`src/rtl/mips_stage_fetch_queue.sv`:
```
// mips_stage_fetch_queue
//   Instruction fetch stage with a small in-order instruction queue.
//   Issues sequential fetch requests while credit (queue occupancy plus
//   requests in flight) is below DEPTH. Returned words are queued with
//   their PC and presented to decode. A redirect flushes the queue,
//   restarts fetch at the word-aligned target and drops the responses
//   still owed for requests issued before it.
//
// Ports
//   clock          : rising-edge clock
//   reset_n        : asynchronous active-low reset
//   redirectValid  : branch/jump redirect request
//   redirectAddr   : redirect target (low two bits ignored)
//   imemReq        : fetch request valid
//   imemAddr       : fetch address
//   imemGrant      : memory accepts the request this cycle
//   imemRespValid  : instruction word returned (in order, latency >= 1)
//   imemRespData   : returned instruction word
//   outValid       : queue head valid toward decode
//   outReady       : decode accepts the head
//   outInstr       : head instruction
//   outPc          : head instruction address

module mips_stage_fetch_queue #(
    parameter int unsigned       ADDR_W   = 32,
    parameter int unsigned       DEPTH    = 4,
    parameter logic [ADDR_W-1:0] RESET_PC = '0
) (
    input  logic              clock,
    input  logic              reset_n,
    input  logic              redirectValid,
    input  logic [ADDR_W-1:0] redirectAddr,
    output logic              imemReq,
    output logic [ADDR_W-1:0] imemAddr,
    input  logic              imemGrant,
    input  logic              imemRespValid,
    input  logic [31:0]       imemRespData,
    output logic              outValid,
    input  logic              outReady,
    output logic [31:0]       outInstr,
    output logic [ADDR_W-1:0] outPc
);

    localparam int unsigned PTR_W = $clog2(DEPTH);
    localparam int unsigned CNT_W = PTR_W + 1;
    localparam logic [ADDR_W-1:0] PC_STEP  = ADDR_W'(4);
    localparam logic [ADDR_W-1:0] PC_ALIGN = ~ADDR_W'(3);
    localparam logic [CNT_W:0]    CREDIT   = (CNT_W+1)'(DEPTH);

    logic [ADDR_W-1:0] fetch_pc;
    logic [ADDR_W-1:0] resp_pc;
    logic [CNT_W-1:0]  occupancy;
    logic [CNT_W-1:0]  inflight;
    logic [CNT_W-1:0]  discard_count;
    logic [PTR_W-1:0]  head;
    logic [PTR_W-1:0]  tail;

    logic [31:0]       instr_mem [DEPTH];
    logic [ADDR_W-1:0] pc_mem    [DEPTH];

    logic              credit_ok;
    logic              accept;
    logic              resp_live;
    logic              drop;
    logic              push;
    logic              pop;
    logic [ADDR_W-1:0] redirect_pc;

    always_comb begin
        credit_ok   = ({1'b0, occupancy} + {1'b0, inflight}) < CREDIT;
        // Gating with reset_n keeps the request low for the whole reset
        // pulse, not only from the first edge after it.
        imemReq     = reset_n & credit_ok & ~redirectValid;
        imemAddr    = fetch_pc;
        accept      = imemReq & imemGrant;
        // A response with nothing outstanding is a protocol violation and
        // must not disturb any counter.
        resp_live   = imemRespValid & (inflight != '0);
        drop        = resp_live & (discard_count != '0);
        push        = resp_live & ~drop & ~redirectValid;
        pop         = outValid & outReady & ~redirectValid;
        outValid    = (occupancy != '0);
        outInstr    = instr_mem[head];
        outPc       = pc_mem[head];
        redirect_pc = redirectAddr & PC_ALIGN;
    end

    always_ff @(posedge clock or negedge reset_n) begin
        if (!reset_n) begin
            fetch_pc      <= RESET_PC;
            resp_pc       <= RESET_PC;
            occupancy     <= '0;
            inflight      <= '0;
            discard_count <= '0;
            head          <= '0;
            tail          <= '0;
        end else begin
            // imemReq is low during a redirect, so accept is 0 there.
            inflight <= inflight + CNT_W'(accept) - CNT_W'(resp_live);
            if (redirectValid) begin
                fetch_pc      <= redirect_pc;
                resp_pc       <= redirect_pc;
                occupancy     <= '0;
                head          <= tail;
                // Every request still owed after this edge predates the
                // redirect; the one answered this cycle is already gone.
                discard_count <= inflight - CNT_W'(resp_live);
            end else begin
                if (accept) begin
                    fetch_pc <= fetch_pc + PC_STEP;
                end
                if (drop) begin
                    discard_count <= discard_count - CNT_W'(1);
                end
                if (push) begin
                    resp_pc <= resp_pc + PC_STEP;
                    tail    <= tail + PTR_W'(1);
                end
                if (pop) begin
                    head <= head + PTR_W'(1);
                end
                occupancy <= occupancy + CNT_W'(push) - CNT_W'(pop);
            end
        end
    end

    // Storage is reset so the head reads instruction 0 at RESET_PC.
    always_ff @(posedge clock or negedge reset_n) begin
        if (!reset_n) begin
            for (int unsigned i = 0; i < DEPTH; i++) begin
                instr_mem[i] <= '0;
                pc_mem[i]    <= RESET_PC;
            end
        end else if (push) begin
            instr_mem[tail] <= imemRespData;
            pc_mem[tail]    <= resp_pc;
        end
    end

endmodule
```
`config.mk`:
```
export PLATFORM = sky130hd
export DESIGN_NAME = mips_stage_fetch_queue
export DESIGN_NICKNAME = d
export VERILOG_FILES = /design/src/rtl/mips_stage_fetch_queue.sv
export SDC_FILE = /design/constraint.sdc
export NUM_CORES = 1
export LEC_CHECK = 0
export ABC_AREA = 1
export BUFFER_PORTS_ARGS = -buffer_cell sky130_fd_sc_hd__clkbuf_2
export CAP_MARGIN = 5
export CORE_ASPECT_RATIO = 0.6
export CORE_MARGIN = 10
export CORE_UTILIZATION = 35
export DETAILED_ROUTE_END_ITERATION = 10
export MAX_ROUTING_LAYER = met4
export PLACE_DENSITY = 0.6
export SYNTH_ARGS = -nofsm -noshare
export SYNTH_HDL_FRONTEND = slang
export SYNTH_SLANG_ARGS = --single-unit
export TNS_END_PERCENT = 100
```
`constraint.sdc`:
```
create_clock -name clock -period 3.1 [get_ports clock]
set_input_delay 0.31 -clock clock [delete_from_list [all_inputs] [get_ports clock]]
set_output_delay 0.31 -clock clock [all_outputs]
set_load 0.01 [all_outputs]
```
== After elaboration in Yosys (flattened, before gate mapping) ==
Cells that the tools add are included.
Operators by class
  add/sub/neg operators: 11
  order comparisons: 4
  multiplexer cells: 19
  bitwise logic cells: 13
  reduce and logical (&&, ||, !) cells: 9
Operator list (count)
  $mux 32: 9
  $bwmux 128: 2
  $bmux 32 s2: 2
  $add 32x3->32 const B: 2
  $demux 32 s2: 1
  $and 1x1->1: 9
  $mux 3: 3
  $reduce_bool 3->1: 3
  $sub 3x1->3: 3
  $reduce_bool 2->1: 4
  $add 3x1->3: 2
  $ge 3x3->1 const B: 2
  $not 2->3: 2
  $add 2x1->2 const B: 2
  $add 3x3->4: 1
  $lt 4x3->1 const B: 1
  $mux 2: 2
  $lt 3x1->1 const B: 1
  $sub 3x1->3 const B: 1
  $not 1->1: 2
  $reduce_and 2->1: 1
  $logic_and 1x1->1: 1
Storage, ports and cells
  register bits: 333
  word-level logic and storage cells: 71

== Longest topological paths before layout ==
Gate-level depths: netlist of the first run.
  depth after elaboration: 9
  gate-level depth with buffers: 15

== Least setup slack after synthesis of the first run ==
Ideal clock, no wire load.
  kind: register to register
  from: reg inflight[2]
  to: reg inflight[2]
  library setup time: 129 ps
  arrival: 2454 ps
  required time: 2971 ps
  setup slack: 517 ps
  cell stages (with the launch flop): 12
  clock period less this slack: 2583 ps
  cells stage by stage: dfrtp_1 > ha_1 > nand3b_1 > nor2_1 > nand2_1 > buf_2 > ha_1 > inv_1 > ha_1 > fa_1 > xnor2_1 > xor2_1
Between the ends
  cells in the longest elaborated chain, start to end: 7
Ends and longest elaborated chain
  start: declaration: line 53  | logic [CNT_W-1:0] inflight;
  start signal: assignment: line 99  | inflight <= inflight + CNT_W'(accept) - CNT_W'(resp_live);
  $add 3x3->4: line 70  | credit_ok = ({1'b0, occupancy} + {1'b0, inflight}) < CREDIT;
  $lt 4x3->1: line 70
  $and 1x1->1 (2 in a row): line 73  | imemReq = reset_n & credit_ok & ~redirectValid;
  named net imemReq: line 33  | output logic imemReq,
  $and 1x1->1: line 75  | accept = imemReq & imemGrant;
  $add 3x1->3: line 99
  $sub 3x1->3: line 99
The timed path passes the listed nets, and every way through them passes these cells.
A chain may end at the register's enable or synchronous reset.

== Final worst setup path of the first run ==
  from: reg head[0]
  to: out outInstr[4]
Between the ends
  cells in the longest elaborated chain, start to end: 4
Ends and longest elaborated chain
  start: declaration: line 55  | logic [PTR_W-1:0] head;
  start signal: assignment: line 104  | head <= tail;
  start signal: assignment: line 120  | head <= head + PTR_W'(1);
  $not 2->3 (implied by the code): line 83  | outInstr = instr_mem[head];
  $bmux 32 s2: line 83
  $mux 32 (implied by the code) (2 in a row): line 83
  end: declaration: line 40  | output logic [31:0] outInstr,
No other way between the ends. The select of a mux whose other input is x is not followed.

==> out/qor.yml, run 1 <==
status: "finished clean"
critPathSlowestCell: "dfrtp_4"
endpoint_kind: "primary output"
grt_use_met2_pct: 25.0
drt_pass1_iterations: 6
tns_ps: 0
clock-sinks: 321
hold_viol: 0
fin_crit_ps: 2830
dieArea_um2: 54100
nets: 2158
r2r_setup_slack_ps: 410
drtAntennaViolNets: 0
die_x_um: 294
synthSimpleGateAreaFrac_pct: 20.7
synth-edff-count: 0
first_iter_violations: 1461
grt_setup_unrepaired: "no"
die_h_um: 184
netlist_area_um2: 15700
rows: 60
drive_gt1_share_pct: 12.6
clockBufferDepth: 3
grt_max_degree: 129
synth_compound_area_share_pct: 17.7
synth.most_common_cell: "nand2_1"
drv_slew: 0
top_usage_layer: "met2"
htreeDepth: 2
synth_cell_types: 37
ys_async_sr_fraction_pct: 100
multi_input_area_um2: 6470
min_path_type: "in2reg"
synthCells: 1956
avgSynthCellArea_um2: 8.04
routed_wirelength_um: 45600
ys_seq_elements: 321
synthAdderAreaFrac_pct: 1.53
startpoint_type: "flop"
synth_top_family_by_area: "simple AND/OR/NAND/NOR gates"
skew_ps: 31.4
grtUsageMet1_pct: 24.2
place.gp.congestion: 0.978
yosysTopAreaCellShare_pct: 51.1
cts_tree: "done"
nFillCells: 4491
regArea_um2: 8040
core-area_um2: 44600
insertion_delay_ps: 540
max_stage_delay_ps: 630
gr-usage-met3_pct: 3.51
crit_family: "buffers and inverters"
final.period_utilization_pct: 91.4
drv_cap: 0
setup.worst_path.class: "reg2out"
hpwl_um: 30800
crit_fanout: 38
gr-usage-all-layers_pct: 17.1
wl_per_cell_um: 17.0
synth.cells.most_frequent: "nand2_1, dfrtp_1, o21ai_0"
power_density_nw_per_um2: 965
synthToLayoutAreaGrowth_pct: 15.1
synth-xor-area-share_pct: 1.06
yosysSeqAreaShare_pct: 51.1
grt_pass1_vias: 12825
cts_made_buffers: 34
vias: 13735
grt_pass1_wl_um: 73100
ir_drop_mv: 0.396
yosys.area.top_type: "dfrtp_1"
cp.required_ps: 2790
ys_warn_count: 0
final_cells: 2684
start_util_pct: 35.3
overflow: 0
finalSetupViolCount: 0
hp-start: "redirectAddr[15]"
arrival_ps: 2520
fmax_mhz: 353
vias_per_cell: 5.12
relSlewSlack_pct: 39.1
io_pins: 168
p_leak_nw: 8.73
path_clk_slew_ps: 70
n_antenna_cell: 0
antenna_found_initial: 0
synthTopCellsByArea: "dfrtp_1, nand2_1, o21ai_0"
synthMuxAreaShare_pct: 0
r2r-start: "discard_count[0]$_DFFE_PN0P_"
dp_cells: 2622
root_buffer: "clkbuf_16"
crit_chain: "clkinv_2, buf_4, o21ai_0, o22ai_1, clkbuf_2"
post_cts_buffers: 0
final_cell_area_um2: 18100
cp_num_buf_inv: 3
drt_drc_violations_left: 0
crit_start: "head[0]$_DFFE_PN0P_"
worst_pin_slew_ps: 914
ys.flop_type: "dfrtp_1"
io_buffers: 161
dpl-instance-area_um2: 16900
-- worst register-to-register path, stage by stage (launching register included) --
cell	delay (ps)
dfrtp_1	360
inv_1	110
ha_1	150
inv_1	40
nor2_1	190
nand2_4	160
nor2_8	240
inv_1	170
ha_1	320
inv_1	60
ha_1	130
inv_1	50
fa_1	370
o21ai_0	180
a21oi_1	70
-- cell usage in the layout, fill, tap and decap left out, drive strengths merged --
cell           n
nor3b          1
and3           1
o21ai        421
bufinv         4
buf           27
ha            16
o221ai         1
a31oi          3
nand2        490
fa             2
nand3         68
a21oi         16
clkbuf       207
inv          148
nor2         214
xnor2          4
xor2          15
a21boi         1
clkinv        11
o211ai        17
nand4         15
clkinvlp       1
nor3          21
dfrtp        321
dlygate4sd3    1
conb           4
nand3b         1
o22ai         63
o21bai         1
-- worst paths after layout --
check,endpoint,cells past startpoint
max,outInstr[4],5
min,imemAddr[15]$_DFFE_PN0P_,3
max reg2reg,occupancy[2]$_DFF_PN0_,14
min reg2reg,pc_mem[82]$_DFFE_PN0P_,2
max in group asynchronous,instr_mem[67]$_DFFE_PN0P_,4
min in group asynchronous,inflight[2]$_DFF_PN0_,3
-- power by group --
part | leakage [nW] | switching (mW) | total [mW] | internal [mW]
Sequential | 4.18 | 0.996 | 6.74 | 5.75
Combinational | 3.98 | 4.05 | 6.38 | 2.33
Clock | 0.580 | 1.76 | 4.33 | 2.57
-- per-layer routing --
metal  up-vias  share of wire [%]
met5         -                  0
li1       6668                  -
met1      6525                 47
met3        51                7.4
met4         0                1.5
met2       491                 44
-- area by class of cell --
type / instances / area share [%]
multi-input combinational: 1375 / 35.7
inverter: 150 / 3.12
tap: 589 / 4.07
clock inverter: 14 / 1.12
clock buffer: 47 / 5.42
timing repair buffer: 188 / 6.12
sequential: 321 / 44.4
-- logic make-up after synthesis --
kind of cell               Yosys count
buffers and inverters              263
AOI/OAI and AO/OA                  523
and+or+nand+nor                    811
adders and majority gates           18
xor gates and xnor gates            19
other                                1
DFF                                321
-- flip-flops by register name (all words and copies together) (netlist names), 3 cells and up --
signal         flops
occupancy          3
inflight           3
pc_mem           120
instr_mem        128
resp_pc           30
imemAddr          30
discard_count      3
-- through the flow --
stage	setup WS, ps	hold WS (ps)	utilization, %	power (mW)
2_1_floorplan	517	14.4	-	10.7
3_3_place_gp	408	461	37.9	13.0
3_5_place_dp	443	464	37.9	13.2
4_1_cts	223	5.49	40.6	17.6
5_1_grt	78.3	26.1	40.6	18.8
6_report	266	27.8	40.6	17.5
-- timing repair --
action | in CTS | in global routing
endpoints found under the hold margin | 59 | 0
hold buffers | 1 | 0
gates resized for setup | 0 | 0
Note: power is estimated with default switching activity, not from simulation.
==> run 2, diff against run 1 <==
--- a/config.mk
+++ b/config.mk
@@ -12,7 +12,6 @@
 export CORE_MARGIN = 10
 export CORE_UTILIZATION = 35
 export DETAILED_ROUTE_END_ITERATION = 10
-export MAX_ROUTING_LAYER = met4
 export PLACE_DENSITY = 0.6
 export SYNTH_ARGS = -nofsm -noshare
 export SYNTH_HDL_FRONTEND = slang
==> run 2 against run 1 <==
  * Flip-flop and latch count unchanged
  * Sequential share of layout area unchanged
  * Final cell count unchanged
  * Highest routed layer unchanged
==> out/qor.yml, run 2 (synthesis results as in run 1) <==
status: "finished clean"  # unchanged
r2r_cells: 14  # unchanged
antenna_found_initial: 0  # unchanged
startpoint_type: "flop"  # unchanged
crit_fanout: 38  # unchanged
worst_pin_slew_ps: 909  # was 914 ps
cts_made_buffers: 34  # unchanged
dieArea_um2: 54100  # unchanged
n_antenna_cell: 0  # unchanged
clock-sinks: 321  # unchanged
endpoint_kind: "primary output"  # unchanged
overflow: 0  # unchanged
cp_num_buf_inv: 3  # unchanged
nFillCells: 4491  # unchanged
io_pins: 168  # unchanged
hpwl_um: 30800  # unchanged
drtAntennaViolNets: 0  # unchanged
vias_per_cell: 5.09  # was 5.12
regMostFlops: "instr_mem"  # unchanged
core-area_um2: 44600  # unchanged
routed_wirelength_um: 45600  # about the same
io_buffers: 161  # unchanged
fmax_mhz: 352  # was 353 MHz
drt_pass1_iterations: 7  # was 6
die_h_um: 184  # unchanged
drt_drc_violations_left: 0  # unchanged
skew_ps: 28.8  # was 31.4 ps
max_stage_delay_ps: 630  # about the same
drv_slew: 0  # unchanged
final_common_cell: "nand2_1"  # unchanged
cts_tree: "done"  # unchanged
cts_resized: 0  # unchanged
p_leak_nw: 8.73  # unchanged
final.period_utilization_pct: 91.7  # was 91.4%
final_cells: 2684  # unchanged
cp.required_ps: 2790  # about the same
min_path_type: "in2reg"  # unchanged
drive_gt1_share_pct: 12.6  # unchanged
fin_crit_ps: 2840  # was 2830 ps
grt_pass1_vias: 12812  # was 12,825
largest_reg_flops: 128  # unchanged
worst_hold_slack_ps: 26.6  # was 27.8 ps
root_buffer: "clkbuf_16"  # unchanged
final_cell_mix: "nand2_1, dfrtp_1, o21ai_0"  # unchanged
hold_depth: 3  # unchanged
gr-usage-all-layers_pct: 16.6  # was 17.1%
insertion_delay_ps: 540  # about the same
place.gp.congestion: 0.960  # was 0.978
crit_family: "buffers and inverters"  # unchanged
grt_pass1_wl_um: 73200  # was 73,100 µm
clockBufferDepth: 3  # unchanged
grt_setup_unrepaired: "no"  # unchanged
path_depth: 5  # unchanged
rows: 60  # unchanged
first_iter_violations: 1392  # was 1,461
post_cts_buffers: 0  # unchanged
path_clk_slew_ps: 70  # about the same
hold_buffers: 1  # unchanged
hold_viol: 0  # unchanged
ir_drop_mv: 0.395  # was 0.396 mV
finalSetupViolCount: 0  # unchanged
htreeDepth: 2  # unchanged
die_x_um: 294  # unchanged
start_util_pct: 35.3  # unchanged
grt_max_degree: 129  # unchanged
p_total_mw: 17.4  # was 17.5 mW
synthToLayoutAreaGrowth_pct: 15.1  # unchanged
drv_cap: 0  # unchanged
arrival_ps: 2530  # was 2520 ps
tns_ps: 0  # unchanged
power_density_nw_per_um2: 964  # was 965 nW/µm²
setup.worst_path.class: "reg2out"  # unchanged
nets: 2158  # unchanged
dp_cells: 2622  # unchanged
final_util_pct: 40.6  # unchanged
crit_chain: "clkinv_2, buf_4, o21ai_0, o22ai_1, clkbuf_2"  # unchanged
relSlewSlack_pct: 39.4  # was 39.1%
wl_per_cell_um: 17.0  # about the same
vias: 13665  # was 13,735
critPathSlowestCell: "dfrtp_4"  # unchanged
largestRegisters: "instr_mem: 128 flops, pc_mem: 120 flops"  # unchanged
==> run 2: final cells by class <==
class                      count  area [µm²]  share of cell area (%)
clock buffer                  47         981                    5.42
clock inverter                14         203                    1.12
inverter                     150         564                    3.12
multi-input combinational   1375        6470                    35.7
sequential                   321        8040                    44.4
tap                          589         737                    4.07
timing repair buffer         188        1110                    6.12
==> run 2: path summary, 6_finish.rpt <==
kind	startpoint	end	slack [ps]
max	head[0]$_DFFE_PN0P_	outInstr[4]	260
max in group asynchronous	reset_n	instr_mem[74]$_DFFE_PN0P_	1070
min	redirectAddr[15]	imemAddr[15]$_DFFE_PN0P_	30
min in group asynchronous	reset_n	inflight[2]$_DFF_PN0_	540
max reg2reg	discard_count[0]$_DFFE_PN0P_	occupancy[2]$_DFF_PN0_	410
min reg2reg	pc_mem[82]$_DFFE_PN0P_	pc_mem[82]$_DFFE_PN0P_	480
==> run 2: worst min-delay path, stage by stage <==
cell	delay, ps
clkbuf_2	100
nand2_1	50
nand3_1	70
==> run 2: stage by stage <==
| step | setup slack [ps] | instance area [µm²] |
|---|---|---|
| 3_3_place_gp | 408 | 16900 |
| 4_1_cts | 223 | 18100 |
| 5_1_grt | 80.7 | 18100 |
| 2_1_floorplan | 517 | 15700 |
| 3_5_place_dp | 443 | 16900 |
| 6_report | 259 | 18100 |
==> run 2: report_power, final <==
group / leakage [nW] / switching (mW) / internal (mW) / total, mW
Combinational: 3.98 / 4.05 / 2.33 / 6.38
Clock: 0.580 / 1.75 / 2.57 / 4.32
Sequential: 4.18 / 0.994 / 5.75 / 6.74
Total: 8.73 / 6.79 / 10.6 / 17.4
==> run 2: layer usage <==
layer	GRT usage [%]	up-vias	share of wire (%)
li1	-	6665	-
met1	24.1	6493	48
met2	24.9	453	43
met3	3.66	54	7.3
met4	3.35	0	1.6
met5	0	-	0
==> run 3, diff against run 2 <==
--- a/config.mk
+++ b/config.mk
@@ -9,7 +9,7 @@
 export BUFFER_PORTS_ARGS = -buffer_cell sky130_fd_sc_hd__clkbuf_2
 export CAP_MARGIN = 5
 export CORE_ASPECT_RATIO = 0.6
-export CORE_MARGIN = 10
+export CORE_MARGIN = 3
 export CORE_UTILIZATION = 35
 export DETAILED_ROUTE_END_ITERATION = 10
 export PLACE_DENSITY = 0.6
==> run 3 against run 2 <==
  * Largest power group unchanged
  * Sequential power shrank 0.9%
  * Final cell count down 0.30%
  * Critical path type unchanged
  * Largest cell class unchanged
  * Utilization up 0.66 points
  * First-iteration DRC count is 7.6% lower
  * Via count grew 0.49%
  * Critical endpoint is now outPc[25]
==> out/qor.yml, run 3 (synthesis results as in run 1) <==
status: "finished clean"  # unchanged
routed_wirelength_um: 45100  # was 45,600 µm
grt_setup_unrepaired: "no"  # unchanged
clockBufferDepth: 3  # unchanged
tns_ps: 0  # unchanged
path_clk_slew_ps: 60  # was 70 ps
place_ws_ps: 664  # was 443 ps
setup.worst_path.class: "reg2out"  # unchanged
ir_drop_mv: 0.505  # was 0.395 mV
cts_made_buffers: 36  # was 34
final.period_utilization_pct: 88.6  # was 91.7%
core-area_um2: 43800  # was 44,600 µm²
cp.required_ps: 2790  # about the same
p_comb_share_pct: 37.0  # was 36.6%
relSlewSlack_pct: 25.2  # was 39.4%
antenna_found_initial: 0  # unchanged
fin_crit_ps: 2750  # was 2840 ps
dp_cells: 2611  # was 2,622
layout_setup_ws_ps: 354  # was 259 ps
root_buffer: "clkbuf_16"  # unchanged
p_leak_nw: 8.73  # about the same
grt_pass1_wl_um: 71700  # was 73,200 µm
grt_max_degree: 185  # was 129
largestRegisters: "instr_mem: 128 flops, pc_mem: 120 flops"  # unchanged
cts_tree: "done"  # unchanged
r2r_setup_slack_ps: 640  # was 410 ps
drt_pass1_iterations: 6  # was 7
drv_cap: 0  # unchanged
endpoint_kind: "primary output"  # unchanged
skew_ps: 19.8  # was 28.8 ps
wl_per_cell_um: 16.8  # was 17.0 µm
insertion_delay_ps: 530  # was 540 ps
grt_pass1_vias: 12889  # was 12,812
final_cells: 2676  # was 2,684
start_util_pct: 35.9  # was 35.3%
fmax_mhz: 364  # was 352 MHz
power.share.clock_pct: 24.8  # about the same
drt_drc_violations_left: 0  # unchanged
die_h_um: 170  # was 184 µm
crit_fanout: 40  # was 38
drtAntennaViolNets: 0  # unchanged
startpoint_type: "flop"  # unchanged
regMostFlops: "instr_mem"  # unchanged
htreeDepth: 2  # unchanged
io_buffers: 161  # unchanged
clock-sinks: 321  # unchanged
nets: 2159  # was 2,158
io_pins: 168  # unchanged
vias_per_cell: 5.13  # was 5.09
rows: 59  # was 60
dieArea_um2: 47600  # was 54,100 µm²
drive_gt1_share_pct: 12.7  # was 12.6%
p_seq_share_pct: 38.2  # was 38.6%
arrival_ps: 2440  # was 2530 ps
gr-usage-all-layers_pct: 18.8  # was 16.6%
final_cell_mix: "nand2_1, dfrtp_1, o21ai_0"  # unchanged
largest_reg_flops: 128  # unchanged
first_iter_violations: 1286  # was 1,392
place.gp.congestion: 0.937  # was 0.960
power_density_nw_per_um2: 967  # was 964 nW/µm²
drv_slew: 0  # unchanged
synthToLayoutAreaGrowth_pct: 15.0  # was 15.1%
switching_share_pct: 38.8  # was 39.0%
final_common_cell: "nand2_1"  # unchanged
min_path_type: "in2reg"  # unchanged
finalSetupViolCount: 0  # unchanged
hpwl_um: 29400  # was 30,800 µm
p_int_mw: 10.7  # was 10.6 mW
n_antenna_cell: 0  # unchanged
vias: 13732  # was 13,665
power.switching_mw: 6.78  # was 6.79 mW
cts_resized: 0  # unchanged
worst_pin_slew_ps: 1120  # was 909 ps
die_x_um: 280  # was 294 µm
overflow: 0  # unchanged
hold_viol: 0  # unchanged
-- run 3: routing by layer --
metal	vias up	GRT usage [%]	routed length (µm)
li1	6670	-	-
met1	6588	27.6	21800
met2	429	28.6	19700
met3	45	3.99	3090
met4	0	3.63	555
met5	-	0	0
-- run 3: power groups by stage --
stage	logic (mW)	clock network, mW	registers (mW)
finish	6.46	4.34	6.68
global route	7.33	4.64	6.88
CTS	6.54	4.47	6.67
detailed placement	6.52	0	6.72
global placement	6.38	0	6.66
floorplan	4.22	0	6.50
-- run 3: what timing repair did --
action,CTS,global route
endpoints found under the hold margin,14,0
hold buffers,1,0
buffers inserted,0,0
-- run 3: critical path, cell delays in order (launching register included) --
cell	delay, ps
dfrtp_4	490
clkinv_2	430
buf_12	280
o21ai_0	110
o22ai_1	370
clkbuf_2	220
-- run 3: metrics by stage --
stage / hold WS, ps / util, % / instance area (µm²) / total power, mW
finish: 45.3 / 41.3 / 18100 / 17.5
global route: 41.8 / 41.3 / 18100 / 18.8
CTS: 14.1 / 41.3 / 18100 / 17.7
detailed placement: 145 / 38.5 / 16900 / 13.2
global placement: 141 / 38.5 / 16900 / 13.0
floorplan: 14.4 / - / 15700 / 10.7
-- run 3: final cells by class --
| cell class | instances | area (µm²) |
|---|---|---|
| clock buffers | 53 | 1090 |
| multi-input cells | 1375 | 6470 |
| well taps | 579 | 724 |
| fillers | 4437 | 25800 |
| inverters | 150 | 564 |
| clock inverters | 11 | 119 |
| repair buffers | 187 | 1090 |
| flip-flops and latches | 321 | 8040 |
-- run 3: path summary, 6_finish.rpt --
check                                                  start                   endpoint  depth (start not counted)
worst min register to register     instr_mem[95]$_DFFE_PN0P_  instr_mem[95]$_DFFE_PN0P_                          2
worst min-delay path                        redirectAddr[20]    resp_pc[20]$_DFFE_PN0N_                          3
max in group asynchronous                            reset_n  instr_mem[19]$_DFFE_PN0P_                          3
worst max register to register  discard_count[0]$_DFFE_PN0P_     occupancy[2]$_DFF_PN0_                         14
min in group asynchronous                            reset_n      inflight[1]$_DFF_PN0_                          2
worst max-delay path                     head[0]$_DFFE_PN0P_                  outPc[25]                          5
